==> src/rtl/branch_predictor_pkg.sv <==
// Shared types and sizing for the front-end branch predictor.
package branch_predictor_pkg;

  localparam int unsigned IDX_W      = 6;
  localparam int unsigned TAG_W      = 8;
  localparam int unsigned ENTRIES    = 1 << IDX_W;
  localparam int unsigned BPU_CNT_W  = 2;
  localparam int unsigned BRESULT_WD = 68;

  localparam logic [BPU_CNT_W-1:0] INIT_CNT  = 2'b10;
  localparam logic [BPU_CNT_W-1:0] RESET_CNT = 2'b01;

  // EXE branch-resolution bus, MSB first: {pc, count, is_branch, taken, target}
  typedef struct packed {
    logic [31:0]          pc;
    logic [BPU_CNT_W-1:0] count;
    logic                 is_branch;
    logic                 taken;
    logic [31:0]          target;
  } bresult_t;

  // Saturating 2-bit step, based on the counter value the instruction carried
  function automatic logic [BPU_CNT_W-1:0] sat_step(input logic [BPU_CNT_W-1:0] cnt,
                                                     input logic taken);
    logic [BPU_CNT_W-1:0] res;
    res = cnt;
    if (taken && cnt != 2'b11) res = cnt + 2'b01;
    if (!taken && cnt != 2'b00) res = cnt - 2'b01;
    return res;
  endfunction

endpackage

==> src/rtl/branch_predictor_if.sv <==
// Lookup, update and prediction signals of the branch predictor.
// Optional BPU_STATS_EN adds the statistics counters.
interface branch_predictor_if;
  import branch_predictor_pkg::*;

  logic                 lk_valid;
  logic [31:0]          lk_pc;
  logic                 lk_stall;
  logic                 flush;
  logic                 upd_valid;
  bresult_t             upd_bresult;
  logic                 upd_bpu_right;
  logic                 pred_valid;
  logic                 pred_taken;
  logic [31:0]          pred_target;
  logic [BPU_CNT_W-1:0] pred_count;
`ifdef BPU_STATS_EN
  logic [31:0]          stat_branches;
  logic [31:0]          stat_predicted;
  logic [31:0]          stat_mispredict;

  modport master (output lk_valid, lk_pc, lk_stall, flush, upd_valid, upd_bresult, upd_bpu_right,
                  input  pred_valid, pred_taken, pred_target, pred_count,
                         stat_branches, stat_predicted, stat_mispredict);
  modport slave  (input  lk_valid, lk_pc, lk_stall, flush, upd_valid, upd_bresult, upd_bpu_right,
                  output pred_valid, pred_taken, pred_target, pred_count,
                         stat_branches, stat_predicted, stat_mispredict);
`else
  modport master (output lk_valid, lk_pc, lk_stall, flush, upd_valid, upd_bresult, upd_bpu_right,
                  input  pred_valid, pred_taken, pred_target, pred_count);
  modport slave  (input  lk_valid, lk_pc, lk_stall, flush, upd_valid, upd_bresult, upd_bpu_right,
                  output pred_valid, pred_taken, pred_target, pred_count);
`endif
endinterface

==> src/rtl/bpu_btb_array.sv <==
// Flop-based direct-mapped BTB storage: async read with write-first bypass,
// per-field write enables, update-side hit probe, bulk valid clear on reset.
module bpu_btb_array
  import branch_predictor_pkg::*;
(
  input  logic                 clk,
  input  logic                 resetn,
  input  logic [IDX_W-1:0]     rd_idx,
  output logic                 rd_valid_c,
  output logic [TAG_W-1:0]     rd_tag_c,
  output logic [31:0]          rd_target_c,
  output logic [BPU_CNT_W-1:0] rd_cnt_c,
  input  logic [IDX_W-1:0]     wr_idx,
  input  logic [TAG_W-1:0]     wr_tag,
  output logic                 upd_hit_c,
  input  logic                 we_valid,
  input  logic                 wr_valid,
  input  logic                 we_tag,
  input  logic                 we_target,
  input  logic [31:0]          wr_target,
  input  logic                 we_cnt,
  input  logic [BPU_CNT_W-1:0] wr_cnt
);

  logic [ENTRIES-1:0]   valid_q;
  logic [TAG_W-1:0]     tag_q    [ENTRIES];
  logic [31:0]          target_q [ENTRIES];
  logic [BPU_CNT_W-1:0] cnt_q    [ENTRIES];
  logic                 same_idx;

  always_ff @(posedge clk) begin
    if (!resetn) valid_q <= '0;
    else if (we_valid) valid_q[wr_idx] <= wr_valid;
  end

  // Payload fields are meaningless while the valid bit is clear, so no reset
  always_ff @(posedge clk) begin
    if (we_tag)    tag_q[wr_idx]    <= wr_tag;
    if (we_target) target_q[wr_idx] <= wr_target;
    if (we_cnt)    cnt_q[wr_idx]    <= wr_cnt;
  end

  always_comb begin
    same_idx    = (rd_idx == wr_idx);
    upd_hit_c   = valid_q[wr_idx] && (tag_q[wr_idx] == wr_tag);
    rd_valid_c  = (same_idx && we_valid)  ? wr_valid  : valid_q[rd_idx];
    rd_tag_c    = (same_idx && we_tag)    ? wr_tag    : tag_q[rd_idx];
    rd_target_c = (same_idx && we_target) ? wr_target : target_q[rd_idx];
    rd_cnt_c    = (same_idx && we_cnt)    ? wr_cnt    : cnt_q[rd_idx];
  end

endmodule

==> src/rtl/branch_predictor.sv <==
// Front-end branch predictor: direct-mapped BTB with 2-bit counters, 1-cycle lookup.
// Define BPU_STATS_EN to add branch/prediction/mispredict statistics counters.
module branch_predictor
  import branch_predictor_pkg::*;
(
  input  logic               clk,
  input  logic               resetn,
  branch_predictor_if.slave  bus
);

  bresult_t             upd;
  logic [IDX_W-1:0]     lk_idx, u_idx;
  logic [TAG_W-1:0]     lk_tag, u_tag;
  logic                 rd_valid, upd_hit, lk_hit;
  logic [TAG_W-1:0]     rd_tag;
  logic [31:0]          rd_target;
  logic [BPU_CNT_W-1:0] rd_cnt;
  logic                 we_valid, wr_valid, we_tag, we_target, we_cnt;
  logic [BPU_CNT_W-1:0] wr_cnt;
  logic                 unused_bits;

  assign upd    = bus.upd_bresult;
  assign lk_idx = bus.lk_pc[IDX_W+1:2];
  assign lk_tag = bus.lk_pc[IDX_W+TAG_W+1:IDX_W+2];
  assign u_idx  = upd.pc[IDX_W+1:2];
  assign u_tag  = upd.pc[IDX_W+TAG_W+1:IDX_W+2];
  assign lk_hit = rd_valid && (rd_tag == lk_tag);

`ifdef BPU_STATS_EN
  assign unused_bits = &{1'b0, bus.lk_pc[31:IDX_W+TAG_W+2], bus.lk_pc[1:0],
                         upd.pc[31:IDX_W+TAG_W+2], upd.pc[1:0]};
`else
  assign unused_bits = &{1'b0, bus.lk_pc[31:IDX_W+TAG_W+2], bus.lk_pc[1:0],
                         upd.pc[31:IDX_W+TAG_W+2], upd.pc[1:0], bus.upd_bpu_right};
`endif

  bpu_btb_array u_btb (
    .clk        (clk),
    .resetn     (resetn),
    .rd_idx     (lk_idx),
    .rd_valid_c (rd_valid),
    .rd_tag_c   (rd_tag),
    .rd_target_c(rd_target),
    .rd_cnt_c   (rd_cnt),
    .wr_idx     (u_idx),
    .wr_tag     (u_tag),
    .upd_hit_c  (upd_hit),
    .we_valid   (we_valid),
    .wr_valid   (wr_valid),
    .we_tag     (we_tag),
    .we_target  (we_target),
    .wr_target  (upd.target),
    .we_cnt     (we_cnt),
    .wr_cnt     (wr_cnt)
  );

  // Update policy: train on hit, allocate on taken miss, invalidate non-branch aliases
  always_comb begin
    we_valid  = 1'b0;
    wr_valid  = 1'b0;
    we_tag    = 1'b0;
    we_target = 1'b0;
    we_cnt    = 1'b0;
    wr_cnt    = sat_step(upd.count, upd.taken);
    if (bus.upd_valid) begin
      if (upd.is_branch) begin
        if (upd_hit) begin
          we_cnt    = 1'b1;
          we_target = upd.taken;
        end else if (upd.taken) begin
          we_valid  = 1'b1;
          wr_valid  = 1'b1;
          we_tag    = 1'b1;
          we_target = 1'b1;
          we_cnt    = 1'b1;
          wr_cnt    = INIT_CNT;
        end
      end else if (upd_hit) begin
        we_valid = 1'b1;
      end
    end
  end

  always_ff @(posedge clk) begin
    if (!resetn) begin
      bus.pred_valid  <= 1'b0;
      bus.pred_taken  <= 1'b0;
      bus.pred_target <= '0;
      bus.pred_count  <= RESET_CNT;
    end else if (bus.flush) begin
      bus.pred_valid <= 1'b0;
      bus.pred_taken <= 1'b0;
    end else if (!bus.lk_stall) begin
      if (bus.lk_valid && lk_hit) begin
        bus.pred_valid  <= 1'b1;
        bus.pred_taken  <= rd_cnt[1];
        bus.pred_target <= rd_target;
        bus.pred_count  <= rd_cnt;
      end else if (bus.lk_valid) begin
        bus.pred_valid  <= 1'b0;
        bus.pred_taken  <= 1'b0;
        bus.pred_target <= '0;
        bus.pred_count  <= RESET_CNT;
      end else begin
        bus.pred_valid <= 1'b0;
        bus.pred_taken <= 1'b0;
      end
    end
  end

`ifdef BPU_STATS_EN
  always_ff @(posedge clk) begin
    if (!resetn) begin
      bus.stat_branches   <= '0;
      bus.stat_predicted  <= '0;
      bus.stat_mispredict <= '0;
    end else if (bus.upd_valid && upd.is_branch) begin
      bus.stat_branches <= bus.stat_branches + 32'd1;
      if (upd_hit)            bus.stat_predicted  <= bus.stat_predicted + 32'd1;
      if (!bus.upd_bpu_right) bus.stat_mispredict <= bus.stat_mispredict + 32'd1;
    end
  end
`endif

endmodule

==> src/flat_wrapper.sv <==
// flat-port wrapper written by rule: the top's interface ports become plain ports
module branch_predictor_flat import branch_predictor_pkg::*;
  (clk, resetn, bus_lk_valid, bus_lk_pc, bus_lk_stall, bus_flush, bus_upd_valid, bus_upd_bresult, bus_upd_bpu_right, bus_pred_valid, bus_pred_taken, bus_pred_target, bus_pred_count);
  branch_predictor_if bus_i ();
  input  logic clk;
  input  logic resetn;
  input wire logic [$bits(bus_i.lk_valid)-1:0] bus_lk_valid;
  input wire logic [$bits(bus_i.lk_pc)-1:0] bus_lk_pc;
  input wire logic [$bits(bus_i.lk_stall)-1:0] bus_lk_stall;
  input wire logic [$bits(bus_i.flush)-1:0] bus_flush;
  input wire logic [$bits(bus_i.upd_valid)-1:0] bus_upd_valid;
  input wire logic [$bits(bus_i.upd_bresult)-1:0] bus_upd_bresult;
  input wire logic [$bits(bus_i.upd_bpu_right)-1:0] bus_upd_bpu_right;
  output wire logic [$bits(bus_i.pred_valid)-1:0] bus_pred_valid;
  output wire logic [$bits(bus_i.pred_taken)-1:0] bus_pred_taken;
  output wire logic [$bits(bus_i.pred_target)-1:0] bus_pred_target;
  output wire logic [$bits(bus_i.pred_count)-1:0] bus_pred_count;
  assign bus_i.lk_valid = bus_lk_valid;
  assign bus_i.lk_pc = bus_lk_pc;
  assign bus_i.lk_stall = bus_lk_stall;
  assign bus_i.flush = bus_flush;
  assign bus_i.upd_valid = bus_upd_valid;
  assign bus_i.upd_bresult = bus_upd_bresult;
  assign bus_i.upd_bpu_right = bus_upd_bpu_right;
  assign bus_pred_valid = bus_i.pred_valid;
  assign bus_pred_taken = bus_i.pred_taken;
  assign bus_pred_target = bus_i.pred_target;
  assign bus_pred_count = bus_i.pred_count;
  branch_predictor u_core (.clk(clk), .resetn(resetn), .bus(bus_i));
endmodule
==> config.mk <==
export PLATFORM = sky130hd
export DESIGN_NAME = branch_predictor_flat
export DESIGN_NICKNAME = d
export VERILOG_FILES = /design/src/rtl/branch_predictor_pkg.sv /design/src/rtl/branch_predictor_if.sv /design/src/rtl/bpu_btb_array.sv /design/src/rtl/branch_predictor.sv /design/src/flat_wrapper.sv
export SDC_FILE = /design/constraint.sdc
export NUM_CORES = 2
export LEC_CHECK = 0
export BUFFER_PORTS_ARGS = -buffer_cell sky130_fd_sc_hd__clkbuf_2
export CAP_MARGIN = 15
export CELL_PAD_IN_SITES_DETAIL_PLACEMENT = 0
export CELL_PAD_IN_SITES_GLOBAL_PLACEMENT = 1
export CORE_AREA = 2 2 567 400
export DETAILED_ROUTE_END_ITERATION = 16
export DIE_AREA = 0 0 569 402
export HOLD_SLACK_MARGIN = 0.02
export PLACE_DENSITY_LB_ADDON = 0.3
export SYNTH_ARGS = -nofsm -noshare
export SYNTH_HDL_FRONTEND = slang
export SYNTH_SLANG_ARGS = --single-unit
==> constraint.sdc <==
create_clock -name clk -period 5.1 [get_ports clk]
set_input_delay 0.51 -clock clk [delete_from_list [all_inputs] [get_ports clk]]
set_output_delay 0.51 -clock clk [all_outputs]
set_load 0.01 [all_outputs]
# After elaboration in Yosys (flattened, before gate mapping)
# Memories as Yosys holds them, arrays and structs flattened.
# Index checks and enable logic that the tools add are counted.
[totals] inputBits=107 ram_bits=2688 word_cells=77 regBits=100 memories=3 out_inout_bits=36
[memory_table] name="u_core.u_btb.target_q" depth=64 width=32 rd=1 rd_clocked_by_memory_dff=0 wr=1 line_no="bpu_btb_array.sv:27" rtl="logic [31:0] target_q [ENTRIES];"
[memory_table] name="u_core.u_btb.tag_q" depth=64 width=8 rd=2 rd_clocked_by_memory_dff=0 wr=1 line_no="bpu_btb_array.sv:26" rtl="logic [TAG_W-1:0] tag_q [ENTRIES];"
[memory_table] name="u_core.u_btb.cnt_q" depth=64 width=2 rd=1 rd_clocked_by_memory_dff=0 wr=1 line_no="bpu_btb_array.sv:28" rtl="logic [BPU_CNT_W-1:0] cnt_q [ENTRIES];"
[op_classes] bitwise=3 n_addsub=2 n_mux=42 n_reduce_logical=15 n_eq_ne=4 order_cmp=3
[ops] op="$mux W32" n=3
[ops] op="$bwmux W64" n=1
[ops] op="$mux W1" n=25
[ops] op="$mux W2" n=9
[ops] op="$eq A8 B8 Y1" n=2
[ops] op="$lt A6 B7 Y1 const B" n=2
[ops] op="$bmux W1 S6" n=2
[ops] op="$logic_and A1 B1 Y1" n=10
[ops] op="$mux W8" n=1
[ops] op="$demux W1 S6" n=1
[ops] op="$eq A6 B6 Y1" n=1
[ops] op="$ge A6 B1 Y1 const B" n=1
[ops] op="$reduce_bool A2 Y1" n=2
[ops] op="$not A1 Y1" n=3
[ops] op="$reduce_and A3 Y1" n=1
[ops] op="$add A2 B1 Y2 const B" n=1
[ops] op="$ne A2 B2 Y1 const B" n=1
[ops] op="$reduce_or A2 Y1" n=1
[ops] op="$sub A2 B1 Y2 const B" n=1
[ops] op="$logic_not A1 Y1" n=1

# Longest topological paths before layout
[logic_depth] depth_word=13 ltp_mapped=19

# Cells and area by module
# A second synthesis with hierarchy kept.
[unflattened] hier_cells=5139 hier_area_um2=112220.1
[by_module_without_submodules] module="bpu_btb_array" area_per_inst_um2=110830.0 n_inst=1 cells_per_inst=5025
[by_module_without_submodules] module="branch_predictor" area_per_inst_um2=1390.1 n_inst=1 cells_per_inst=114

# Worst setup path before layout
# Ideal clock, no wire load.
[synth_path] path_kind="input-to-reg" start="input port bus_upd_bresult[39]" end="memory u_core.u_btb.cnt_q[0][1] (data pin)" arrival_time_ns=4.250 setup_time_ns=0.515 setup_slack_ns=0.336 path_buffers=5 cell_stages=14 path_cell_list="buf_6 > buf_6 > and2_4 > a221oi_2 > o22ai_1 > a2111o_1 > or4_1 > a22o_1 > or4_4 > buf_6 > o21ai_2 > clkbuf_1 > buf_2 > nand2_1"
[synth_via] elab_chain_len=6 word_cells_on_any_way=8 classes_between="eq/ne (1); mux (5); reduce/logical (1); memory (1)"
[synth_rtl] element="start: declaration" line_no="flat_wrapper.sv:12" rtl="input wire logic [$bits(bus_i.upd_bresult)-1:0] bus_upd_bresult;"
[synth_rtl] element="$mem_v2 Z64 W8 or $bmux W1 S6 (tied branches)"
[synth_rtl] element="$eq A8 B8 Y1 or $mux W1 (tied branches)" line_no="bpu_btb_array.sv:45" rtl="upd_hit_c = valid_q[wr_idx] && (tag_q[wr_idx] == wr_tag);"
[synth_rtl] element="$logic_and A1 B1 Y1 *" line_no="bpu_btb_array.sv:45"
[synth_rtl] element="$mux W2 *" line_no="branch_predictor.sv:67" rtl="if (upd_hit) begin"
[synth_rtl] element="$mux W2 *" line_no="branch_predictor.sv:66" rtl="if (upd.is_branch) begin"
[synth_rtl] element="$mux W2 *" line_no="branch_predictor.sv:65" rtl="if (bus.upd_valid) begin"
[synth_rtl] element="via u_core.u_btb.wr_cnt[1]" line_no="bpu_btb_array.sv:22" rtl="input logic [BPU_CNT_W-1:0] wr_cnt"
[synth_rtl] element="end: declaration" line_no="bpu_btb_array.sv:28"
# Mark *: on every way through the listed nets, which the timed path passes. The rest lies on a longest branch. The select of a mux whose other input is x is not followed.

# Final worst setup path
[layout_path] start="input port bus_upd_bresult[39]" end="register u_core.bus.pred_taken"
[layout_via] elab_chain_len=12 word_cells_on_any_way=28 classes_between="eq/ne (3); mux (18); reduce/logical (6); memory (1)"
[layout_rtl] element="$mem_v2 Z64 W8 or $bmux W1 S6 (tied branches)"
[layout_rtl] element="$eq A8 B8 Y1 or $mux W1 (tied branches)" line_no="bpu_btb_array.sv:45"
[layout_rtl] element="$logic_and A1 B1 Y1" line_no="bpu_btb_array.sv:45"
[layout_rtl] element="$mux W1" line_no="branch_predictor.sv:67"
[layout_rtl] element="$mux W1" line_no="branch_predictor.sv:66"
[layout_rtl] element="$mux W1" line_no="branch_predictor.sv:65"
[layout_rtl] element="$logic_and A1 B1 Y1" line_no="bpu_btb_array.sv:47" rtl="rd_tag_c = (same_idx && we_tag) ? wr_tag : tag_q[rd_idx];"
[layout_rtl] element="$mux W8" line_no="bpu_btb_array.sv:47"
[layout_rtl] element="$eq A8 B8 Y1" line_no="branch_predictor.sv:27" rtl="assign lk_hit = rd_valid && (rd_tag == lk_tag);"
[layout_rtl] element="$logic_and A1 B1 Y1" line_no="branch_predictor.sv:27"
[layout_rtl] element="$logic_and A1 B1 Y1" line_no="branch_predictor.sv:94" rtl="if (bus.lk_valid && lk_hit) begin"
[layout_rtl] element="$mux W1 *" line_no="branch_predictor.sv:94"
[layout_rtl] element="end signal: assignment" line_no="branch_predictor.sv:96" rtl="bus.pred_taken <= rd_cnt[1];"
[layout_rtl] element="end: declaration" line_no="branch_predictor_if.sv:32" rtl="output pred_valid, pred_taken, pred_target, pred_count);"
# Mark *: on every way between the ends. The rest lies on a longest branch, timed or not. The select of a mux whose other input is x is not followed.
# A chain may end at the register's enable or synchronous reset.

==> metrics.log <==
INFO  metric place_hpwl = 205000 um
INFO  metric wl = 336000 um
INFO  metric muxShareOfSynthArea = 19.6%
INFO  metric number_of_flops_mapped_to_enable_cells_by_yosys = 2688
INFO  metric dr_total_vias = 61700
INFO  metric final.min_clock_period = 4760 ps
INFO  metric average_cell_area_after_synthesis = 21.1 sq um
INFO  metric number_of_global_route_vias_before_repair = 59400
INFO  metric rsz0062_at_grt = no
INFO  metric cts.htree.levels = 5
INFO  metric cp-start-kind = input port
INFO  metric synth_simple_gate_area_share = 2.31%
INFO  metric initial_core_util = 50.5%
INFO  metric synth.lib_cells_used.distinct = 81
INFO  metric boundaryPins = 143
INFO  metric yosysWarningCount = 0
INFO  metric design.die.area = 0.229 sq mm
INFO  metric finish.utilization = 57.9%
INFO  metric met3_usage = 10.0%
INFO  metric power.net_switching = 10.3 mW
INFO  metric arrival = 5540 ps
INFO  metric ys.flop_type = sky130_fd_sc_hd__edfxtp_1
INFO  metric netlist_area_pre_place = 0.113 sq mm
INFO  metric outcome = finished, final reports clean
INFO  metric groute.usage.overall = 29.3%
INFO  metric clock-root-buffer = sky130_fd_sc_hd__clkbuf_16
INFO  metric yosys.area_share.adder = 0.0221%
INFO  metric placement_rows = 146
INFO  metric postSynthCellCount = 5377
INFO  metric chipWidth = 569 um
INFO  metric setup_viol = 0
INFO  metric finClkSkew = 53.8 ps
INFO  metric combinational_family_with_the_most_area_after_synthesis = multiplexers
INFO  metric p_seq_share = 53.0%
INFO  metric detailedPlace.worstSlack = 154 ps
INFO  metric total_power = 47.4 mW
INFO  metric timing.fmax = 210 MHz
INFO  metric netSwitchingFraction = 21.8%
INFO  metric synth.yosys.seq_area_share = 73.0%
INFO  metric final_max_slew_viol_count = 0
INFO  metric global_route_wire_length_before_repair = 465000 um
INFO  metric postSynthRegisterBits = 2788
INFO  metric die_h = 402 um
INFO  metric grtUsageMet2 = 39.7%
INFO  metric library_cell_occupying_the_most_area_in_the_post_synthesis_netlist = sky130_fd_sc_hd__edfxtp_1
INFO  metric powerDensity = 366 mW/mm^2
INFO  metric grt_remaining_overflow = 0
INFO  metric use_met1 = 45.6%
INFO  metric finish.net_count = 5966
INFO  metric slew_headroom = 21.3%
INFO  metric cts_inserted_buffers = 275
INFO  metric report.final.hold_viol_count = 0
INFO  metric detail_route.iter0.violations = 10200
INFO  metric gr-max-usage-layer = met1
INFO  metric flow.area_growth_from_synthesis = 14.6%
INFO  metric worstHoldPathType = in2reg
INFO  metric wl_per_cell = 37.3 um
INFO  metric reg2reg_setup_slack = 350 ps
INFO  metric cell_internal_pwr = 37.1 mW
INFO  metric yosys.area.top_type_share = 71.2%
INFO  metric core_region_area = 0.224 sq mm
INFO  metric final.setup.tns = 0 ps
INFO  metric tritoncts_num_sinks = 2788
INFO  metric worst_setup_hold_path_clk_slew = 60 ps
INFO  metric crit_type = in2reg
INFO  metric comb_power_share = 6.5%
INFO  metric detail_route.drc_violations = 0
INFO  metric synth-compound-area-share = 3.31%
INFO  metric post_synthesis_net_count = 5486
INFO  metric synth.top_cells.by_area = sky130_fd_sc_hd__edfxtp_1 71%, sky130_fd_sc_hd__mux4_2 17%, sky130_fd_sc_hd__mux2i_1 2.0%
INFO  metric synth-xor-area-share = 0.162%
INFO  metric clock_power_share = 40.5%
INFO  metric timing_worst_slew_pin_value = 1180 ps
INFO  metric layout-drive-gt1-share = 32.1%
INFO  metric critical_path_required = 5880 ps
INFO  metric finish.instance_area = 0.130 sq mm
INFO  metric final.setup.worst_slack = 343 ps
INFO  metric cts_tree = built
INFO  metric postSynth.asyncResetShare = 0%
INFO  metric clk_path_buf_depth = 4
INFO  metric vias_per_cell = 6.85
INFO  metric min_path_cells = 1
INFO  metric drv.max_cap_violation_count = 0
INFO  metric setup_fix_bufs_post_cts = 0
INFO  metric grt_antenna_before_repair = 17
INFO  metric place_congestion = 0.971
INFO  metric r2r_cells = 14
INFO  metric holdBufCountCts = 5
INFO  metric dpl_cell_area = 0.121 sq mm
INFO  metric leakagePower = 40.9 nW
INFO  metric crit_fanout = 12
INFO  metric portBuffers = 105
INFO  metric fin_crit_sh = 93.3%
INFO  metric insertion_delay = 860 ps
INFO  metric peakVddDrop = 0.285 mV
INFO  metric post_cts.resized_instances = 0
INFO  metric end_kind = flop
INFO  metric drt-pass1-iter-count = 6
INFO  metric maximum_number_of_pins_on_one_net_before_global_route_repair = 108
INFO  metric drtAntennaViolNets = 0
## power groups by stage
| stage | clock network (mW) | registers, mW | logic [mW] |
|---|---|---|---|
| after global placement | 0 | 25.7 | 2.96 |
| final | 19.2 | 25.2 | 3.06 |
| after global routing | 20.3 | 25.2 | 3.19 |
| after CTS | 19.5 | 25.2 | 3.00 |
| after detailed placement | 0 | 25.7 | 2.99 |
| after floorplan | 0 | 25.7 | 1.58 |
## final timing paths
check | startpoint | endpoint
worst max-delay path | bus_upd_bresult[39] | u_core.bus.pred_taken
worst min-delay path | bus_upd_bresult[6] | u_core.u_btb.target_q[56][6]
worst max register to register | u_core.u_btb.tag_q[41][4] | u_core.bus.pred_taken
worst min register to register | u_core.bus.pred_target[23] | u_core.bus.pred_target[23]
## stage by stage
step | hold WS, ps | cells
floorplan | 489 | 5377
global placement | 466 | 8534
detailed placement | 469 | 8534
CTS | 94.4 | 9006
global route | 140 | 9007
finish | 142 | 9016
## cells in the final DEF, fill, tap and decap left out, types with 8 or more instances in the layout
cell	count
sky130_fd_sc_hd__dfxtp_1	100
sky130_fd_sc_hd__mux2_2	29
sky130_fd_sc_hd__clkinv_2	38
sky130_fd_sc_hd__nor2_4	61
sky130_fd_sc_hd__a22oi_1	105
sky130_fd_sc_hd__inv_1	15
sky130_fd_sc_hd__clkbuf_1	65
sky130_fd_sc_hd__o22a_1	8
sky130_fd_sc_hd__o211ai_1	11
sky130_fd_sc_hd__a41oi_1	58
sky130_fd_sc_hd__clkbuf_16	286
sky130_fd_sc_hd__nor2b_1	19
sky130_fd_sc_hd__nand4_1	12
sky130_fd_sc_hd__edfxtp_1	2688
sky130_fd_sc_hd__buf_12	117
sky130_fd_sc_hd__nand3b_1	18
sky130_fd_sc_hd__and3_1	9
sky130_fd_sc_hd__mux4_2	869
sky130_fd_sc_hd__a22o_1	44
sky130_fd_sc_hd__diode_2	9
sky130_fd_sc_hd__a221oi_1	35
sky130_fd_sc_hd__nand2_1	95
sky130_fd_sc_hd__bufinv_16	10
sky130_fd_sc_hd__nor3_1	79
sky130_fd_sc_hd__nand2b_1	21
sky130_fd_sc_hd__o21ai_1	17
sky130_fd_sc_hd__xnor2_1	15
sky130_fd_sc_hd__o21ai_0	69
sky130_fd_sc_hd__o22ai_1	14
sky130_fd_sc_hd__clkbuf_2	96
sky130_fd_sc_hd__buf_4	358
sky130_fd_sc_hd__a31oi_1	13
sky130_fd_sc_hd__mux2i_1	230
sky130_fd_sc_hd__a21oi_1	49
sky130_fd_sc_hd__a211oi_1	15
sky130_fd_sc_hd__nand3_1	30
sky130_fd_sc_hd__nor2_1	123
sky130_fd_sc_hd__clkinv_1	51
## synth_stat cells (5+ instances only)
cell	number
sky130_fd_sc_hd__a2111oi_0	7
sky130_fd_sc_hd__a211oi_1	15
sky130_fd_sc_hd__a21oi_1	49
sky130_fd_sc_hd__a221o_1	6
sky130_fd_sc_hd__a221oi_1	35
sky130_fd_sc_hd__a22o_1	44
sky130_fd_sc_hd__a22oi_1	105
sky130_fd_sc_hd__a31oi_1	13
sky130_fd_sc_hd__a41oi_1	58
sky130_fd_sc_hd__and2_1	9
sky130_fd_sc_hd__and3_1	9
sky130_fd_sc_hd__and3b_1	5
sky130_fd_sc_hd__buf_1	70
sky130_fd_sc_hd__buf_2	86
sky130_fd_sc_hd__buf_4	22
sky130_fd_sc_hd__buf_6	11
sky130_fd_sc_hd__clkbuf_1	190
sky130_fd_sc_hd__dfxtp_1	100
sky130_fd_sc_hd__edfxtp_1	2688
sky130_fd_sc_hd__inv_1	15
sky130_fd_sc_hd__mux2_2	29
sky130_fd_sc_hd__mux2i_1	230
sky130_fd_sc_hd__mux4_2	869
sky130_fd_sc_hd__nand2_1	97
sky130_fd_sc_hd__nand2b_1	21
sky130_fd_sc_hd__nand3_1	30
sky130_fd_sc_hd__nand3b_1	18
sky130_fd_sc_hd__nand4_1	12
sky130_fd_sc_hd__nor2_1	185
sky130_fd_sc_hd__nor2b_1	23
sky130_fd_sc_hd__nor3_1	86
sky130_fd_sc_hd__nor3b_1	8
sky130_fd_sc_hd__o211ai_1	11
sky130_fd_sc_hd__o21a_1	5
sky130_fd_sc_hd__o21ai_0	69
sky130_fd_sc_hd__o21ai_1	17
sky130_fd_sc_hd__o22a_1	8
sky130_fd_sc_hd__o22ai_1	14
sky130_fd_sc_hd__o2bb2ai_1	5
sky130_fd_sc_hd__or3_1	6
sky130_fd_sc_hd__or3b_2	6
sky130_fd_sc_hd__xnor2_1	15
sky130_fd_sc_hd__xor2_1	6
## flip-flops by register name, indices dropped and copies added, names as in the netlist
signal,cells
u_core.u_btb.target_q,2048
u_core.u_btb.tag_q,512
u_core.u_btb.cnt_q,128
u_core.u_btb.valid_q,64
u_core.bus.pred_target,32
u_core.bus.pred_count,2
u_core.bus.pred_taken,1
u_core.bus.pred_valid,1
## layout make-up
| class | instances | area (sq um) |
|---|---|---|
| fillers | 16000 | 94300 |
| flip-flops and latches | 2788 | 82700 |
| multi-input cells | 2192 | 29400 |
| clock buffers | 355 | 7460 |
| repair buffers | 583 | 5650 |
| well taps | 2960 | 3700 |
| clock inverters | 112 | 833 |
| inverters | 17 | 63.8 |
| diodes | 9 | 22.5 |
## critical path: stages
cell and delay [ps]:
sky130_fd_sc_hd__buf_4 300, sky130_fd_sc_hd__and2_1 600, sky130_fd_sc_hd__buf_4 280, sky130_fd_sc_hd__buf_4 180, sky130_fd_sc_hd__a22oi_1 80, sky130_fd_sc_hd__nand3_1 410
sky130_fd_sc_hd__nand4_1 270, sky130_fd_sc_hd__nor3_1 280, sky130_fd_sc_hd__buf_4 200, sky130_fd_sc_hd__xnor2_1 80, sky130_fd_sc_hd__or4_4 560, sky130_fd_sc_hd__buf_4 180
sky130_fd_sc_hd__nor4_2 390, sky130_fd_sc_hd__mux2i_1 340, sky130_fd_sc_hd__nand2_1 90, sky130_fd_sc_hd__o31ai_1 190, sky130_fd_sc_hd__dlygate4sd3_1 570
## layer usage
metal | share of wire [%] | routed length (um)
met4 | 2.5 | 8300
met1 | 42 | 140000
met3 | 14 | 47200
met2 | 42 | 141000
met5 | 0.055 | 184
## logic make-up after synthesis
kind of cell,after synthesis
DFF,2788
adders and majority gates,2
AOI/OAI and AO/OA,506
buffers and inverters,397
and+or+nand+nor,533
muxes,1130
xor gates and xnor gates,21
(Power assumes the default switching activity.)
